$ cat src/rtl/vga_timing_recovery_if.sv
// Sync/blank input set from a VGA-style source plus the recovered timing
// seen by downstream capture/overlay logic.
interface vga_timing_recovery_if #(
  parameter int WIDTH = 10
);
  logic             hsync;
  logic             vsync;
  logic             hblank;
  logic             vblank;
  logic [WIDTH-1:0] hcount;
  logic [WIDTH-1:0] vcount;
  logic             active;
  logic [WIDTH-1:0] h_total;
  logic [WIDTH-1:0] v_total;
  logic             locked;
  logic             timing_err;

  modport master (
    output hsync,
    output vsync,
    output hblank,
    output vblank,
    input  hcount,
    input  vcount,
    input  active,
    input  h_total,
    input  v_total,
    input  locked,
    input  timing_err
  );

  modport slave (
    input  hsync,
    input  vsync,
    input  hblank,
    input  vblank,
    output hcount,
    output vcount,
    output active,
    output h_total,
    output v_total,
    output locked,
    output timing_err
  );
endinterface

$ cat src/rtl/vga_timing_recovery.sv
// Sink-side VGA timing recovery: measures line/frame length from incoming
// syncs, regenerates active-aligned coordinates and tracks lock.
module vga_timing_recovery #(
  parameter int WIDTH       = 10,
  parameter int LOCK_FRAMES = 2
) (
  input  logic                  clk,
  input  logic                  rst,
  vga_timing_recovery_if.slave  bus
);

  localparam int MW = $clog2(LOCK_FRAMES + 1);

  localparam logic [WIDTH-1:0] MAX = '1;
  localparam logic [WIDTH-1:0] PRE = MAX - WIDTH'(1);
  localparam logic [MW-1:0]    LF  = MW'(LOCK_FRAMES);

  localparam logic [1:0] S_SEARCH  = 2'd0;
  localparam logic [1:0] S_MEASURE = 2'd1;
  localparam logic [1:0] S_LOCKED  = 2'd2;

  logic             r_hs_d;
  logic             r_vs_d;
  logic             r_hb_d;
  logic             r_vb_d;

  logic [WIDTH-1:0] r_pix;
  logic [WIDTH-1:0] r_lin;
  logic [WIDTH-1:0] r_h_len;
  logic [1:0]       r_hs_n;
  logic [1:0]       r_vs_n;

  logic [WIDTH-1:0] r_hcnt;
  logic [WIDTH-1:0] r_vcnt;
  logic             r_vpend;
  logic             r_active;

  logic [1:0]       r_state;
  logic [MW-1:0]    r_match;
  logic [WIDTH-1:0] r_h_ref;
  logic [WIDTH-1:0] r_v_ref;
  logic             r_locked;
  logic             r_err;

  logic             w_hs_rise;
  logic             w_vs_rise;
  logic             w_hb_fall;
  logic             w_vb_fall;
  logic [WIDTH-1:0] w_h_meas;
  logic [WIDTH-1:0] w_h_now;
  logic [WIDTH-1:0] w_v_len;
  logic             w_h_valid;
  logic             w_timeout;
  logic             w_h_bad;
  logic             w_v_bad;
  logic             w_track;
  logic             w_fail;
  logic             w_start;
  logic             w_frame_ok;
  logic [MW-1:0]    w_match_inc;
  logic [1:0]       w_state_nxt;
  logic [MW-1:0]    w_match_nxt;

  assign w_hs_rise = bus.hsync & ~r_hs_d;
  assign w_vs_rise = bus.vsync & ~r_vs_d;
  assign w_hb_fall = ~bus.hblank & r_hb_d;
  assign w_vb_fall = ~bus.vblank & r_vb_d;

  assign w_h_meas = r_pix + WIDTH'(1);
  assign w_h_now  = w_hs_rise ? w_h_meas : r_h_len;

  // A line start coincident with vsync closes the ending frame.
  assign w_v_len = (r_lin == MAX) ? MAX :
                   r_lin + WIDTH'(w_hs_rise);

  assign w_h_valid = r_hs_n[1];
  assign w_timeout = ~w_hs_rise & (r_pix == PRE);
  assign w_h_bad   = w_hs_rise & (w_h_meas != r_h_ref);
  assign w_v_bad   = w_vs_rise & (w_v_len != r_v_ref);
  assign w_track   = (r_state != S_SEARCH);

  assign w_fail = w_track & (w_h_bad | w_v_bad | w_timeout);

  assign w_start = (r_state == S_SEARCH) & w_vs_rise &
                   w_h_valid & (r_vs_n != 2'd0);

  assign w_frame_ok = w_track & w_vs_rise & ~w_fail;

  assign w_match_inc = (r_match == LF) ? LF : r_match + MW'(1);

  always_comb begin
    w_state_nxt = r_state;
    w_match_nxt = r_match;
    unique case (1'b1)
      w_fail: begin
        w_state_nxt = S_SEARCH;
        w_match_nxt = '0;
      end
      w_start: begin
        w_state_nxt = S_MEASURE;
        w_match_nxt = '0;
      end
      w_frame_ok: begin
        w_match_nxt = w_match_inc;
        if (w_match_inc == LF) w_state_nxt = S_LOCKED;
      end
      default: ;
    endcase
  end

  always_ff @(posedge clk or negedge rst) begin
    if (!rst) begin
      r_hs_d <= 1'b0;
      r_vs_d <= 1'b0;
      r_hb_d <= 1'b0;
      r_vb_d <= 1'b0;
    end else begin
      r_hs_d <= bus.hsync;
      r_vs_d <= bus.vsync;
      r_hb_d <= bus.hblank;
      r_vb_d <= bus.vblank;
    end
  end

  always_ff @(posedge clk or negedge rst) begin
    if (!rst) begin
      r_pix   <= '0;
      r_h_len <= '0;
      r_lin   <= '0;
    end else begin
      if (w_hs_rise) begin
        r_pix   <= '0;
        r_h_len <= w_h_meas;
      end else if (r_pix != MAX) begin
        r_pix <= r_pix + WIDTH'(1);
      end
      if (w_vs_rise) begin
        r_lin <= '0;
      end else if (w_hs_rise && r_lin != MAX) begin
        r_lin <= r_lin + WIDTH'(1);
      end
    end
  end

  // Edge counters saturate at 2: first edge only primes the counter.
  always_ff @(posedge clk or negedge rst) begin
    if (!rst) begin
      r_hs_n <= 2'd0;
      r_vs_n <= 2'd0;
    end else if (w_fail) begin
      r_hs_n <= 2'd0;
      r_vs_n <= 2'd0;
    end else begin
      if (w_hs_rise && r_hs_n != 2'd2) r_hs_n <= r_hs_n + 2'd1;
      if (w_vs_rise && r_vs_n != 2'd2) r_vs_n <= r_vs_n + 2'd1;
    end
  end

  always_ff @(posedge clk or negedge rst) begin
    if (!rst) begin
      r_hcnt   <= '0;
      r_vcnt   <= '0;
      r_vpend  <= 1'b0;
      r_active <= 1'b0;
    end else begin
      r_active <= ~bus.hblank & ~bus.vblank;
      if (w_hb_fall) begin
        r_hcnt <= '0;
      end else if (r_hcnt != MAX) begin
        r_hcnt <= r_hcnt + WIDTH'(1);
      end
      if (w_hb_fall) begin
        if (r_vpend || w_vb_fall) begin
          r_vcnt  <= '0;
          r_vpend <= 1'b0;
        end else if (r_vcnt != MAX) begin
          r_vcnt <= r_vcnt + WIDTH'(1);
        end
      end else if (w_vb_fall) begin
        r_vpend <= 1'b1;
      end
    end
  end

  always_ff @(posedge clk or negedge rst) begin
    if (!rst) begin
      r_state  <= S_SEARCH;
      r_match  <= '0;
      r_h_ref  <= '0;
      r_v_ref  <= '0;
      r_locked <= 1'b0;
      r_err    <= 1'b0;
    end else begin
      r_state  <= w_state_nxt;
      r_match  <= w_match_nxt;
      r_locked <= (w_state_nxt == S_LOCKED);
      r_err    <= w_fail;
      if (w_start) begin
        r_h_ref <= w_h_now;
        r_v_ref <= w_v_len;
      end
    end
  end

  assign bus.hcount     = r_hcnt;
  assign bus.vcount     = r_vcnt;
  assign bus.active     = r_active;
  assign bus.h_total    = r_h_ref;
  assign bus.v_total    = r_v_ref;
  assign bus.locked     = r_locked;
  assign bus.timing_err = r_err;

endmodule

$ cat src/flat_wrapper.sv
// flat-port wrapper written by rule: the top's interface ports become plain ports
module vga_timing_recovery_flat 
#(
  parameter int WIDTH       = 10,
  parameter int LOCK_FRAMES = 2
)
  (clk, rst, bus_hsync, bus_vsync, bus_hblank, bus_vblank, bus_hcount, bus_vcount, bus_active, bus_h_total, bus_v_total, bus_locked, bus_timing_err);
  vga_timing_recovery_if #(.WIDTH(WIDTH)) bus_i ();
  input  logic clk;
  input  logic rst;
  input wire logic [$bits(bus_i.hsync)-1:0] bus_hsync;
  input wire logic [$bits(bus_i.vsync)-1:0] bus_vsync;
  input wire logic [$bits(bus_i.hblank)-1:0] bus_hblank;
  input wire logic [$bits(bus_i.vblank)-1:0] bus_vblank;
  output wire logic [$bits(bus_i.hcount)-1:0] bus_hcount;
  output wire logic [$bits(bus_i.vcount)-1:0] bus_vcount;
  output wire logic [$bits(bus_i.active)-1:0] bus_active;
  output wire logic [$bits(bus_i.h_total)-1:0] bus_h_total;
  output wire logic [$bits(bus_i.v_total)-1:0] bus_v_total;
  output wire logic [$bits(bus_i.locked)-1:0] bus_locked;
  output wire logic [$bits(bus_i.timing_err)-1:0] bus_timing_err;
  assign bus_i.hsync = bus_hsync;
  assign bus_i.vsync = bus_vsync;
  assign bus_i.hblank = bus_hblank;
  assign bus_i.vblank = bus_vblank;
  assign bus_hcount = bus_i.hcount;
  assign bus_vcount = bus_i.vcount;
  assign bus_active = bus_i.active;
  assign bus_h_total = bus_i.h_total;
  assign bus_v_total = bus_i.v_total;
  assign bus_locked = bus_i.locked;
  assign bus_timing_err = bus_i.timing_err;
  vga_timing_recovery #(.WIDTH(WIDTH), .LOCK_FRAMES(LOCK_FRAMES)) u_core (.clk(clk), .rst(rst), .bus(bus_i));
endmodule
$ cat config.mk
export PLATFORM = sky130hd
export DESIGN_NAME = vga_timing_recovery_flat
export DESIGN_NICKNAME = d
export VERILOG_FILES = /design/src/rtl/vga_timing_recovery_if.sv /design/src/rtl/vga_timing_recovery.sv /design/src/flat_wrapper.sv
export SDC_FILE = /design/constraint.sdc
export NUM_CORES = 1
export LEC_CHECK = 0
export ABC_AREA = 1
export BUFFER_PORTS_ARGS = -buffer_cell sky130_fd_sc_hd__buf_4
export CAP_MARGIN = 20
export CORE_ASPECT_RATIO = 1.1
export CORE_MARGIN = 10
export CORE_UTILIZATION = 40
export DETAILED_ROUTE_END_ITERATION = 8
export GPL_TIMING_DRIVEN = 0
export SYNTH_ARGS = -nofsm -noshare
export SYNTH_HDL_FRONTEND = slang
export SYNTH_SLANG_ARGS = --single-unit
$ cat constraint.sdc
create_clock -name clk -period 6.8 [get_ports clk]
set_input_delay 1.02 -clock clk [delete_from_list [all_inputs] [get_ports clk]]
set_output_delay 1.02 -clock clk [all_outputs]
set_load 0.02 [all_outputs]
==> Yosys cells after proc, flatten, opt, wreduce, memory -nomap -nowiden <==
Index checks and enable logic that the tools add are counted.
W data, S select, Z words.
{ "op_classes": {"bitwise": 22, "addsub": 8, "reduce_logical": 18, "eq_ne": 14, "mux": 21} }
{ "ops": {"columns": ["cell", "n"], "rows": [
  ["$mux W10", 10],
  ["$add A10 B1 Y10 const B", 4],
  ["$ne A10 B10 Y1 const B", 4],
  ["$eq A10 B10 Y1 const B", 2],
  ["$ne A10 B10 Y1", 2],
  ["$reduce_bool A2 Y1", 10],
  ["$and A1 B1 Y1", 14],
  ["$mux W2", 6],
  ["$add A10 B1 Y10", 1],
  ["$add A2 B1 Y2 const B", 3],
  ["$eq A2 B2 Y1 const B", 3],
  ["$ne A2 B2 Y1 const B", 3],
  ["$not A1 Y1", 6],
  ["$pmux W2 S3", 1],
  ["$pmux W2 S2", 1],
  ["$reduce_and A2 Y1", 2],
  ["$logic_and A1 B1 Y1", 3],
  ["$mux W1", 3],
  ["$logic_not A2 Y1", 1],
  ["$or A1 B1 Y1", 2],
  ["$reduce_or A2 Y1", 1],
  ["$logic_or A1 B1 Y1", 1]
]} }
{ "word_totals": {"register_bits": 86, "wordCells": 102, "inputBits": 6, "out_inout_bits": 43} }

==> Logic depth before layout (Yosys ltp) <==
Gate-level depths: netlist (run 1).
{ "depth": {"word_depth": 13, "mapped_depth": 22, "mapped_depth_nobuf": 21} }

==> Worst setup path after synthesis (run 1) <==
Ideal clock, no wire load.
{ "synth_timing": {"path_type": "input to register", "startpoint": "input port bus_hsync", "endpoint": "register u_core.r_locked (netlist: u_core.bus.locked)", "path_stages": 21, "path_buffers": 1, "arrival_ns": 3.266, "slack_ns": 3.466, "setup_ns": 0.069, "path_cell_list": "inv_1 nor2_1 clkbuf_1 ha_1 ha_1 nand3_1 inv_1 nand2_1 nand2_1 nand3_1 nand2_1 nand2_1 nor2_1 nand3_1 nand2_1 inv_2 a21oi_2 nand3_1 nand2_2 inv_2 nor2_2"} }
{ "synth_via": {"elab_chain_len": 12} }
{ "synth_lines": {"columns": ["item", "line", "text"], "rows": [
  ["start: declaration", "flat_wrapper.sv:11", "input wire logic [$bits(bus_i.hsync)-1:0] bus_hsync;"],
  ["$and A1 B1 Y1 *", "vga_timing_recovery.sv:64", "assign w_hs_rise = bus.hsync & ~r_hs_d;"],
  ["$add A10 B1 Y10", "vga_timing_recovery.sv:74", "r_lin + WIDTH'(w_hs_rise);"],
  ["$mux W10", "vga_timing_recovery.sv:73", "assign w_v_len = (r_lin == MAX) ? MAX :"],
  ["$ne A10 B10 Y1", "vga_timing_recovery.sv:79", "assign w_v_bad = w_vs_rise & (w_v_len != r_v_ref);"],
  ["$and A1 B1 Y1", "vga_timing_recovery.sv:79", null],
  ["$or A1 B1 Y1", "vga_timing_recovery.sv:82", "assign w_fail = w_track & (w_h_bad | w_v_bad | w_timeout);"],
  ["$or A1 B1 Y1 *", "vga_timing_recovery.sv:82", null],
  ["$and A1 B1 Y1 *", "vga_timing_recovery.sv:82", null],
  ["$not A1 Y1", "vga_timing_recovery.sv:87", "assign w_frame_ok = w_track & w_vs_rise & ~w_fail;"],
  ["$and A1 B1 Y1", "vga_timing_recovery.sv:87", null],
  ["$pmux W2 S3 *", "vga_timing_recovery.sv:94", "unique case (1'b1)"],
  ["named net u_core.w_state_nxt[1]", "vga_timing_recovery.sv:61", "logic [1:0] w_state_nxt;"],
  ["$eq A2 B2 Y1 *", "vga_timing_recovery.sv:196", "r_locked <= (w_state_nxt == S_LOCKED);"],
  ["end signal: assignment", "vga_timing_recovery.sv:196", null],
  ["end: declaration", "vga_timing_recovery.sv:42", "logic r_locked;"]
]} }
The timed path passes the listed nets; every way through them passes the cells marked *.
A chain may end at the register's enable or synchronous reset.

==> Worst setup path in the final report (run 1) <==
Ends and elaborated chain as after synthesis.

==> flow_metrics.env, run 1 <==
export IMPL_cts_sink_count=86
export IMPL_vias_per_cell=5.01
export IMPL_finalSetupViolCount=0
export IMPL_antenna_left=0
export IMPL_crit_path_top_delay_cell="nor2_1"
export IMPL_synth_cells=604
export IMPL_unrepaired_setup_endpoints_after_global_routing="no"
export IMPL_pwr_share_comb=0.332
export IMPL_totalWireLength_microns=10900
export IMPL_grt_pass1_vias=4206
export IMPL_first_pass_grt_wire_length_microns=18600
export IMPL_floorplan_die_area_sq_um=16100
export IMPL_initialDrtViolationCount=196
export IMPL_critical_path_depth=22
export IMPL_post_synth_instance_area_sq_um=4550
export IMPL_clk_path_buf_depth=2
export IMPL_critical_path_top_delay_family="simple AND/OR/NAND/NOR gates"
export IMPL_design_core_area_sq_um=11000
export IMPL_critPathCapture="u_core.bus.locked"
export IMPL_clock_insertion_delay_worst_skew_ps=340
export IMPL_synth_sequential_area_ratio=0.473
export IMPL_floorplan_rows=40
export IMPL_hold_class="reg -> reg"
export IMPL_clock_power_share=0.259
export IMPL_numPortBuffers=48
export IMPL_tritoncts_clock_tree="built"
export IMPL_post_route_util=0.490
export IMPL_final_min_period_over_clock_period=0.586
export IMPL_worst_pin_slew_ps=895
export IMPL_power_report_internal_total_mw=1.11
export IMPL_critical_path_cell_chain="buf_4, inv_1, nor2_1, clkbuf_1, ha_1, ha_1, nand3_1, inv_1, nand2_1, nand2_1, nand3_1, nand2_1, nand3_1, nor2_1, nand3_1, nand2_1, inv_2, a21oi_2, nand3_1, nand2_2, inv_2, nor2_2"
export IMPL_cts_hold_buffers_added=0
export IMPL_worst_setup_path_category="in -> reg"
export IMPL_num_io_pins=49
export IMPL_initial_core_utilization=0.413
export IMPL_post_cts_resize_count=0
export IMPL_hold_violations=0
export IMPL_fin_worst_skew_ps=8.89
export IMPL_final_period_minus_worst_setup_slack_ps=3980
export IMPL_crit_buf_inv=6
export IMPL_cp_max_fo=10
export IMPL_timing_critical_path_arrival_ps=4250
export IMPL_gp_congestion=0.878
export IMPL_syn_mean_instance_area_sq_um=7.54
export IMPL_cp_data_required_time_ps=7070
export IMPL_max_freq_mhz=251
export IMPL_crit_path_max_incr_delay_ps=510
export IMPL_pwr_density_cell_nw_per_um2=327
export IMPL_cell_repeated_most_along_the_worst_path="nand3_1"
export IMPL_slew_headroom=0.398
export IMPL_layout_cells_most_common_list="nand2_1 (164), inv_1 (92), dfrtp_1 (86)"
export IMPL_grt_start_max_net_pins=87
export IMPL_p_seq_frac=0.409
export IMPL_detailed_route_wire_length_per_cell_microns=13.4
export IMPL_holdPathStages=2
export IMPL_r2r_start="u_core.r_hs_d"
export IMPL_max_cap_viol_count=0
export IMPL_reg2reg_to="u_core.bus.locked"
export IMPL_ys_types=34
export IMPL_ff2ff_setup_slack_ps=3240
export IMPL_drt_first_pass_iters=4
export IMPL_drc=0
export IMPL_netSwitchingPower_mw=0.652
export IMPL_run_status="completed"
export IMPL_critPathCaptureType="flip-flop"
export IMPL_routed_via_count=4092
export IMPL_clock_root_buffer="clkbuf_16"
export IMPL_min_delay_start="u_core.r_h_len[0]"
export IMPL_grt_overflow_total=0
export IMPL_antenna_found_initial=0
export IMPL_place_hpwl_microns=7930
export IMPL_clock_transition_at_path_regs_ps=70
export IMPL_fp_dieW_microns=122
export IMPL_ys_warn_count=0
export IMPL_fp_dieH_microns=132
export IMPL_vdd_ir_drop_worst_uv=138
export IMPL_finalSetupTns_ps=0
export IMPL_n_antenna_cell=0
export IMPL_power_static_leakage_nw=2.65
export IMPL_setup_worst_path_start_class="input port"
export IMPL_post_cts_setup_buffer_count=0
export IMPL_syn_to_layout_area_delta_pct=18.5
export IMPL_num_nets_final=681
export IMPL_startpoint="bus_hsync"
export IMPL_layout_commonest_cell="nand2_1"
export IMPL_cts_buffers=9
export IMPL_yosys_register_bits=86
export IMPL_final_max_slew_viol_count=0
export IMPL_htree_levels=3
export IMPL_swShare=0.369
export IMPL_r2r_worst_path_cells=20
export IMPL_grt_use_total=0.140
export IMPL_synth_net_count=621
export IMPL_layout_drive_gt1_share=0.121
==> worst reg2reg max path, cell delays in order (launching register included) <==
cell and delay (ps):
dfrtp_1 360, nor2_1 540, clkbuf_1 500, ha_1 300, ha_1 270, nand3_1 130
inv_1 110, nand2_1 60, nand2_1 80, nand3_1 70, nand2_1 60, nand3_1 70
nor2_1 130, nand3_1 110, nand2_1 140, inv_2 50, a21oi_2 150, nand3_1 130
nand2_2 100, inv_2 40, nor2_2 90
==> cell usage after synthesis <==
library cell	number	area, sq um
nand4_1	11	68.8
nor3_1	9	45.0
nor2_1	56	210
xnor2_1	1	8.76
nand3_1	55	275
and3_1	1	6.26
xor2_1	2	17.5
a211oi_1	5	37.5
clkbuf_1	7	26.3
a21oi_2	1	8.76
nand2_1	164	616
o211a_1	1	10.0
inv_1	92	345
a311oi_1	1	8.76
nor3b_1	2	15.0
nand3_4	1	17.5
nor4_1	2	12.5
inv_2	2	7.51
nand3b_1	2	15.0
buf_4	2	15.0
o21ai_1	1	5.00
a31oi_1	8	50.1
clkinv_1	1	3.75
o21ai_0	52	260
buf_6	1	11.3
a2bb2oi_1	1	8.76
nor2_4	1	11.3
dfrtp_1	86	2150
a21oi_1	13	65.1
nor2_2	5	31.3
ha_1	11	138
nand3_2	1	10.0
nand2_2	5	31.3
o21bai_1	1	7.51
==> stage by stage <==
step	cell area, sq um	power (mW)	std cells	hold WS [ps]	worst slack (ps)
after floorplan	4550	1.09	604	461	3470
after global placement	5100	1.30	799	480	2450
after detailed placement	5100	1.32	799	490	2440
after CTS	5370	1.78	815	506	2790
after global routing	5390	1.90	816	529	2360
final	5390	1.77	816	503	2820
==> state kept, by name (all words and copies together) (netlist names), 2 cells and up <==
name and cells:
u_core.r_hs_n 2, u_core.r_h_len 10, u_core.r_match 2, u_core.r_pix 10, u_core.r_state 2, u_core.bus.h_total 10, u_core.r_lin 10, u_core.bus.v_total 10
u_core.bus.vcount 10, u_core.bus.hcount 10, u_core.r_vs_n 2
==> final cells by class <==
class / count / area (sq um)
Inverter: 95 / 357
Timing Repair Buffer: 49 / 388
Tap cell: 147 / 184
Sequential cell: 86 / 2150
Clock inverter: 3 / 20.0
Multi-Input combinational cell: 413 / 1990
Buffer: 10 / 52.6
Clock buffer: 13 / 250
Fill cell: 1071 / 5620
==> power groups by stage <==
stage | combinational, mW | clock (mW) | sequential (mW)
after floorplan | 0.291 | 0 | 0.797
final | 0.585 | 0.458 | 0.722
after CTS | 0.595 | 0.467 | 0.722
after global routing | 0.674 | 0.486 | 0.737
after global placement | 0.580 | 0 | 0.724
after detailed placement | 0.594 | 0 | 0.728
==> logic make-up after synthesis <==
| family | after synthesis | synth area share |
|---|---|---|
| compound gates | 84 | 0.101 |
| fa+ha+maj | 11 | 0.0302 |
| xor+xnor | 3 | 0.00577 |
| buf+inv | 105 | 0.0899 |
| simple gates | 315 | 0.300 |
| flops | 86 | 0.473 |
==> layer usage <==
metal / share of wire / vias to the layer above / GRT usage / wire length, microns
met5: 0 / - / 0 / 0
met4: 0.021 / 0 / 0.0676 / 226
met3: 0.054 / 20 / 0.0343 / 585
met2: 0.48 / 90 / 0.235 / 5210
met1: 0.45 / 1918 / 0.161 / 4910
li1: - / 2064 / - / -
==> how the worst min path moves through the flow <==
| stage | slack [ps] | end |
|---|---|---|
| after floorplan | 460 | u_core.r_h_len[6] |
| after global placement | 480 | u_core.r_h_len[1] |
| after detailed placement | 490 | u_core.r_h_len[0] |
| after CTS | 510 | u_core.r_h_len[0] |
| after global routing | 530 | u_core.r_h_len[3] |
| final | 500 | u_core.r_h_len[0] |
Power figures use the tool's default switching activity.
==> run 2: changes to the inputs <==
==> constraint.sdc (replaced) <==
create_clock -name clk -period 3.67 [get_ports clk]
set_input_delay 0.5505 -clock clk [delete_from_list [all_inputs] [get_ports clk]]
set_output_delay 0.5505 -clock clk [all_outputs]
set_load 0.02 [all_outputs]
==> run 2 against run 1 <==
Critical path depth shrank 2. Utilization is essentially flat. Count of clock-buffer cells in the layout is the same. Power grew 85%. Sequential cell count is the same. Worst hold slack lost 320 ps. Final area is essentially flat. Routed wire length grew 0.11%. Global-route usage is the same. Register-to-register slack lost 2800 ps. Cell count is the same. Critical endpoint unchanged. Largest power group unchanged.
==> flow_metrics.env, run 2 (synthesis results as in run 1) <==
export IMPL_run_status="completed"
export IMPL_num_nets_final=681
export IMPL_finalSetupTns_ps=0
export IMPL_r2r_start="u_core.r_hs_d"
export IMPL_power_static_leakage_nw=2.66
export IMPL_fillers=1070
export IMPL_detailed_route_wire_length_per_cell_microns=13.4
export IMPL_pwr_density_cell_nw_per_um2=606
export IMPL_timing_critical_path_arrival_ps=3460
export IMPL_cts_buffers=9
export IMPL_clock_transition_at_path_regs_ps=60
export IMPL_vias_per_cell=5.03
export IMPL_clock_insertion_delay_worst_skew_ps=340
export IMPL_numPortBuffers=48
export IMPL_layout_drive_gt1_share=0.124
export IMPL_n_antenna_cell=0
export IMPL_p_seq_frac=0.409
export IMPL_postLayoutSetupSlackWorst_ps=475
export IMPL_finalSetupViolCount=0
export IMPL_setup_worst_path_start_class="flip-flop"
export IMPL_grt_start_max_net_pins=87
export IMPL_tritoncts_clock_tree="built"
export IMPL_max_freq_mhz=313
export IMPL_pwr_share_comb=0.332
export IMPL_worst_setup_path_category="reg -> reg"
export IMPL_htree_levels=3
export IMPL_clock_root_buffer="clkbuf_16"
export IMPL_swShare=0.369
export IMPL_grt_overflow_total=0
export IMPL_grt_use_total=0.140
export IMPL_antenna_found_initial=0
export IMPL_hold_violations=0
export IMPL_floorplan_rows=40
export IMPL_post_route_util=0.490
export IMPL_syn_to_layout_area_delta_pct=18.6
export IMPL_worst_pin_slew_ps=896
export IMPL_layout_cells_most_common_list="nand2_1 (164), inv_1 (92), dfrtp_1 (86)"
export IMPL_fp_dieH_microns=132
export IMPL_grt_pass1_vias=4206
export IMPL_initial_core_utilization=0.413
export IMPL_clk_path_buf_depth=2
export IMPL_clock_power_share=0.259
export IMPL_power_report_internal_total_mw=2.06
export IMPL_place_hpwl_microns=7930
export IMPL_fp_dieW_microns=122
export IMPL_drt_first_pass_iters=4
export IMPL_final_period_minus_worst_setup_slack_ps=3200
export IMPL_critPathCaptureType="flip-flop"
export IMPL_initialDrtViolationCount=197
export IMPL_hold_class="in -> async"
export IMPL_cp_data_required_time_ps=3940
export IMPL_vdd_ir_drop_worst_uv=256
export IMPL_final_max_slew_viol_count=0
export IMPL_netSwitchingPower_mw=1.21
export IMPL_startpoint="u_core.r_hs_d"
export IMPL_max_cap_viol_count=0
export IMPL_unrepaired_setup_endpoints_after_global_routing="no"
export IMPL_fin_worst_skew_ps=8.64
export IMPL_whs_ps=188
export IMPL_drc=0
export IMPL_cp_max_fo=10
export IMPL_layout_commonest_cell="nand2_1"
export IMPL_post_place_ws_ps=-219
export IMPL_final_min_period_over_clock_period=0.871
export IMPL_first_pass_grt_wire_length_microns=18600
export IMPL_antenna_left=0
export IMPL_routed_via_count=4101
export IMPL_cts_sink_count=86
export IMPL_gp_congestion=0.878
export IMPL_num_io_pins=49
export IMPL_slew_headroom=0.397
export IMPL_design_core_area_sq_um=11000
export IMPL_totalWireLength_microns=10900
export IMPL_floorplan_die_area_sq_um=16100
[run 2: cell counts in the layout (fill, tap and decap cells not counted)]
Identical to the previous run, type by type.
[run 2: repair_timing]
| item | 4_1_cts | 5_1_grt |
|---|---|---|
| buffers inserted | 0 | 0 |
| setup endpoints to repair | 0 | 9 |
| resized for setup | 0 | 3 |
| hold buffers | 0 | 0 |
[run 2: path summary, 6_finish.rpt]
kind | cells after the start | endpoint | slack, ps
worst min-delay path | 1 | u_core.bus.v_total[4] | 190
worst max register to register | 20 | u_core.bus.locked | 470
max in group asynchronous | 2 | u_core.r_state[0] | 2860
worst min register to register | 2 | u_core.r_h_len[0] | 500
min in group clk | 1 | u_core.r_hs_d | 330
worst max-delay path | 20 | u_core.bus.locked | 470
[run 2: area by class of cell]
cell class,count,area (sq um),share of cell area
Clock inverter,3,20.0,0.00371
Multi-Input combinational cell,413,1990,0.369
Timing Repair Buffer,49,388,0.0719
Tap cell,147,184,0.0341
Inverter,95,357,0.0661
Clock buffer,13,250,0.0464
Sequential cell,86,2150,0.399
Buffer,10,53.8,0.00997
[run 2: power by group through the flow]
stage	sequential [mW]	combinational [mW]	clock, mW
6_report	1.34	1.09	0.849
5_1_grt	1.37	1.25	0.900
4_1_cts	1.34	1.10	0.864
3_5_place_dp	1.35	1.10	0
3_3_place_gp	1.34	1.08	0
2_1_floorplan	1.48	0.540	0
[run 2: stage by stage]
| stage | total power [mW] | cells | instance area [sq um] |
|---|---|---|---|
| final | 3.27 | 816 | 5400 |
| after global routing | 3.51 | 816 | 5400 |
| after CTS | 3.30 | 815 | 5370 |
| after detailed placement | 2.45 | 799 | 5100 |
| after global placement | 2.42 | 799 | 5100 |
| after floorplan | 2.02 | 604 | 4550 |
[run 2: metal layers]
layer | vias to the layer above | global-route usage | wire (microns)
met5 | - | 0 | 0
met4 | 0 | 0.0676 | 208
met3 | 18 | 0.0343 | 567
met2 | 92 | 0.235 | 5240
met1 | 1931 | 0.161 | 4930
li1 | 2060 | - | -
[run 2: worst max-delay path, cell delays in order (launching register included)]
cell and delay [ps]:
dfrtp_1 370, nor2_2 360, clkbuf_2 340, ha_1 250
ha_1 270, nand3_1 130, inv_1 110, nand2_1 60
nand2_1 80, nand3_1 70, nand2_1 60, nand3_1 70
nor2_1 140, nand3_1 110, nand2_1 140, inv_2 40
a21oi_2 150, nand3_1 130, nand2_2 100, inv_2 30
nor2_2 90
==> run 3: changes to the inputs <==
--- a/config.mk
+++ b/config.mk
@@ -5,7 +5,7 @@
 export SDC_FILE = /design/constraint.sdc
 export NUM_CORES = 1
 export LEC_CHECK = 0
-export ABC_AREA = 1
+export ABC_AREA = 0
 export BUFFER_PORTS_ARGS = -buffer_cell sky130_fd_sc_hd__buf_4
 export CAP_MARGIN = 20
 export CORE_ASPECT_RATIO = 1.1
==> run 3 against run 2 <==
Power decreased by 7.7%. Count of clock-buffer cells in the layout shrank 1. Non-clock buffer count up 9. Global-route usage fell by 0.71 points. Synthesized cell count fell by 23%. Worst hold slack gained 15 ps. Critical path type unchanged. Utilization grew 0.22 points. Critical endpoint is now u_core.r_state[0]. Final area rose by 0.90%. Largest cell class is now multi-input gates. Die area rose by 0.35%. First-iteration DRC count decreased by 19%.
==> flow_metrics.env, run 3 <==
export IMPL_place_hpwl_microns=7450
export IMPL_detailed_route_wire_length_per_cell_microns=15.4
export IMPL_crit_path_max_incr_delay_ps=550
export IMPL_reg2reg_to="u_core.r_state[0]"
export IMPL_initial_core_utilization=0.413
export IMPL_whs_ps=204
export IMPL_multiInputGateArea_sq_um=2260
export IMPL_critical_path_cell_chain="nand2b_2, buf_2, clkinv_2, ha_2, ha_1, nand3_1, xnor3_1, nor4b_2, a31oi_1, or4b_4, or3_1, a31oi_1"
export IMPL_synth_commonest_cells="dfrtp_1 (86), nor2_1 (55), nand2_1 (48)"
export IMPL_antenna_left=0
export IMPL_finalSetupViolCount=0
export IMPL_power_report_internal_total_mw=2.04
export IMPL_fp_dieW_microns=122
export IMPL_design_core_area_sq_um=11100
export IMPL_ff2ff_setup_slack_ps=250
export IMPL_num_io_pins=49
export IMPL_fillers=1031
export IMPL_pwr_density_cell_nw_per_um2=555
export IMPL_fin_worst_skew_ps=9.72
export IMPL_post_synth_arst_share=1.00
export IMPL_max_freq_mhz=293
export IMPL_vdd_ir_drop_worst_uv=338
export IMPL_final_period_minus_worst_setup_slack_ps=3420
export IMPL_clk_path_buf_depth=2
export IMPL_syn_to_layout_area_delta_pct=19.2
export IMPL_grt_use_total=0.133
export IMPL_num_nets_final=541
export IMPL_initialDrtViolationCount=160
export IMPL_synth_largest_type_area_fraction=0.471
export IMPL_max_cap_viol_count=0
export IMPL_grt_start_max_net_pins=45
export IMPL_unrepaired_setup_endpoints_after_global_routing="no"
export IMPL_floorplan_die_area_sq_um=16100
export IMPL_pwr_share_comb=0.278
export IMPL_final_min_period_over_clock_period=0.931
export IMPL_hold_class="in -> async"
export IMPL_layout_cells_non_filler=675
export IMPL_slew_headroom=0.577
export IMPL_clock_transition_at_path_regs_ps=70
export IMPL_cts_hold_buffers_added=0
export IMPL_hold_violations=0
export IMPL_first_pass_grt_wire_length_microns=17800
export IMPL_antenna_found_initial=0
export IMPL_r2r_worst_path_cells=12
export IMPL_worst_setup_path_category="reg -> reg"
export IMPL_gp_congestion=0.848
export IMPL_fp_dieH_microns=132
export IMPL_post_synth_main_area_contributors="dfrtp_1 (47%), xnor2_1 (5.0%), xor2_1 (4.6%)"
export IMPL_totalPowerFinal_mw=3.02
export IMPL_clock_insertion_delay_worst_skew_ps=340
export IMPL_numPortBuffers=48
export IMPL_post_place_ws_ps=-844
export IMPL_layout_cells_most_common_list="dfrtp_1 (86), nor2_1 (55), buf_4 (51)"
export IMPL_cp_max_fo=10
export IMPL_worst_pin_slew_ps=634
export IMPL_cts_sink_count=86
export IMPL_drt_first_pass_iters=4
export IMPL_crit_buf_inv=2
export IMPL_timing_critical_path_arrival_ps=3660
export IMPL_finalSetupTns_ps=0
export IMPL_swShare=0.324
export IMPL_cell_repeated_most_along_the_worst_path="a31oi_1"
export IMPL_layout_cell_area_non_filler_sq_um=5450
export IMPL_cts_buffers=9
export IMPL_post_synth_instance_area_sq_um=4570
export IMPL_critical_path_top_delay_family="simple AND/OR/NAND/NOR gates"
export IMPL_layout_commonest_cell="dfrtp_1"
export IMPL_postLayoutSetupSlackWorst_ps=254
export IMPL_setup_worst_path_start_class="flip-flop"
export IMPL_postPlaceCellArea_sq_um=5140
export IMPL_synth_cells=465
export IMPL_htree_levels=3
export IMPL_run_status="completed"
export IMPL_ys_warn_count=0
export IMPL_totalWireLength_microns=10400
export IMPL_grt_overflow_total=0
export IMPL_synth_main_ff_cell="dfrtp_1"
export IMPL_yosys_register_bits=86
export IMPL_syn_mean_instance_area_sq_um=9.83
export IMPL_tritoncts_clock_tree="built"
export IMPL_grt_pass1_vias=3554
export IMPL_crit_path_top_delay_cell="or4b_4"
export IMPL_netSwitchingPower_mw=0.979
export IMPL_layout_drive_gt1_share=0.199
export IMPL_floorplan_rows=40
export IMPL_seqCellArea_sq_um=2150
export IMPL_vias_per_cell=5.25
export IMPL_ys_types=60
export IMPL_yosys_area_top_type="dfrtp_1"
export IMPL_cp_data_required_time_ps=3920
export IMPL_r2r_start="u_core.r_hs_d"
export IMPL_post_cts_setup_buffer_count=0
export IMPL_placedCellCount=661
export IMPL_clock_power_share=0.307
export IMPL_power_static_leakage_nw=2.49
export IMPL_critPathCaptureType="flip-flop"
export IMPL_synth_sequential_area_ratio=0.471
export IMPL_p_seq_frac=0.415
export IMPL_routed_via_count=3545
export IMPL_drc=0
export IMPL_synth_net_count=482
export IMPL_number_of_flops_mapped_to_enable_cells_by_yosys=0
export IMPL_critical_path_depth=12
export IMPL_post_route_util=0.492
export IMPL_final_max_slew_viol_count=0
export IMPL_yosys_cell_count_top_type="dfrtp_1"
export IMPL_n_antenna_cell=0
export IMPL_clock_root_buffer="clkbuf_16"
==> run 3: cell families after synthesis <==
| group | after synthesis | synth area share |
|---|---|---|
| AOI/OAI and AO/OA | 79 | 0.110 |
| muxes | 19 | 0.0449 |
| DFF | 86 | 0.471 |
| and+or+nand+nor | 182 | 0.203 |
| buffers and inverters | 36 | 0.0359 |
| adders and majority gates | 11 | 0.0301 |
| xor gates and xnor gates | 52 | 0.106 |
==> run 3: cell type report <==
cell class / count / share of cell area
plain buffers: 19 / 0.0186
clock buffers: 12 / 0.0471
clock inverters: 3 / 0.00804
inverters: 16 / 0.0113
multi-input cells: 343 / 0.415
flip-flops and latches: 86 / 0.395
well taps: 147 / 0.0338
repair buffers: 49 / 0.0712
==> run 3: how the worst max path moves through the flow <==
stage                        from           endpoint  slack, ps
global route        u_core.r_hs_d  u_core.r_state[0]         20
floorplan               bus_hsync  u_core.r_state[0]         70
CTS                 u_core.r_hs_d  u_core.r_state[0]        120
finish              u_core.r_hs_d  u_core.r_state[0]        250
detailed placement      bus_hsync  u_core.r_state[0]       -840
global placement        bus_hsync  u_core.bus.locked       -860
==> run 3: timing repair <==
| action | in CTS | in global routing |
|---|---|---|
| setup endpoints to repair | 10 | 8 |
| resized for setup | 3 | 2 |
| endpoints found under the hold margin | 0 | 0 |
==> run 3: power groups by stage <==
stage	sequential [mW]	combinational (mW)	clock [mW]
after floorplan	1.33	0.476	0
after global placement	1.26	0.826	0
after detailed placement	1.27	0.850	0
after CTS	1.25	0.857	0.945
after global routing	1.28	0.944	0.995
final	1.25	0.841	0.927
==> run 3: layer usage <==
metal | vias up | track usage | share of wire
met5 | - | 0 | 0
met4 | 0 | 0.0405 | 0.0091
met3 | 7 | 0.0398 | 0.060
met2 | 80 | 0.204 | 0.47
met1 | 1723 | 0.175 | 0.47
li1 | 1735 | - | -
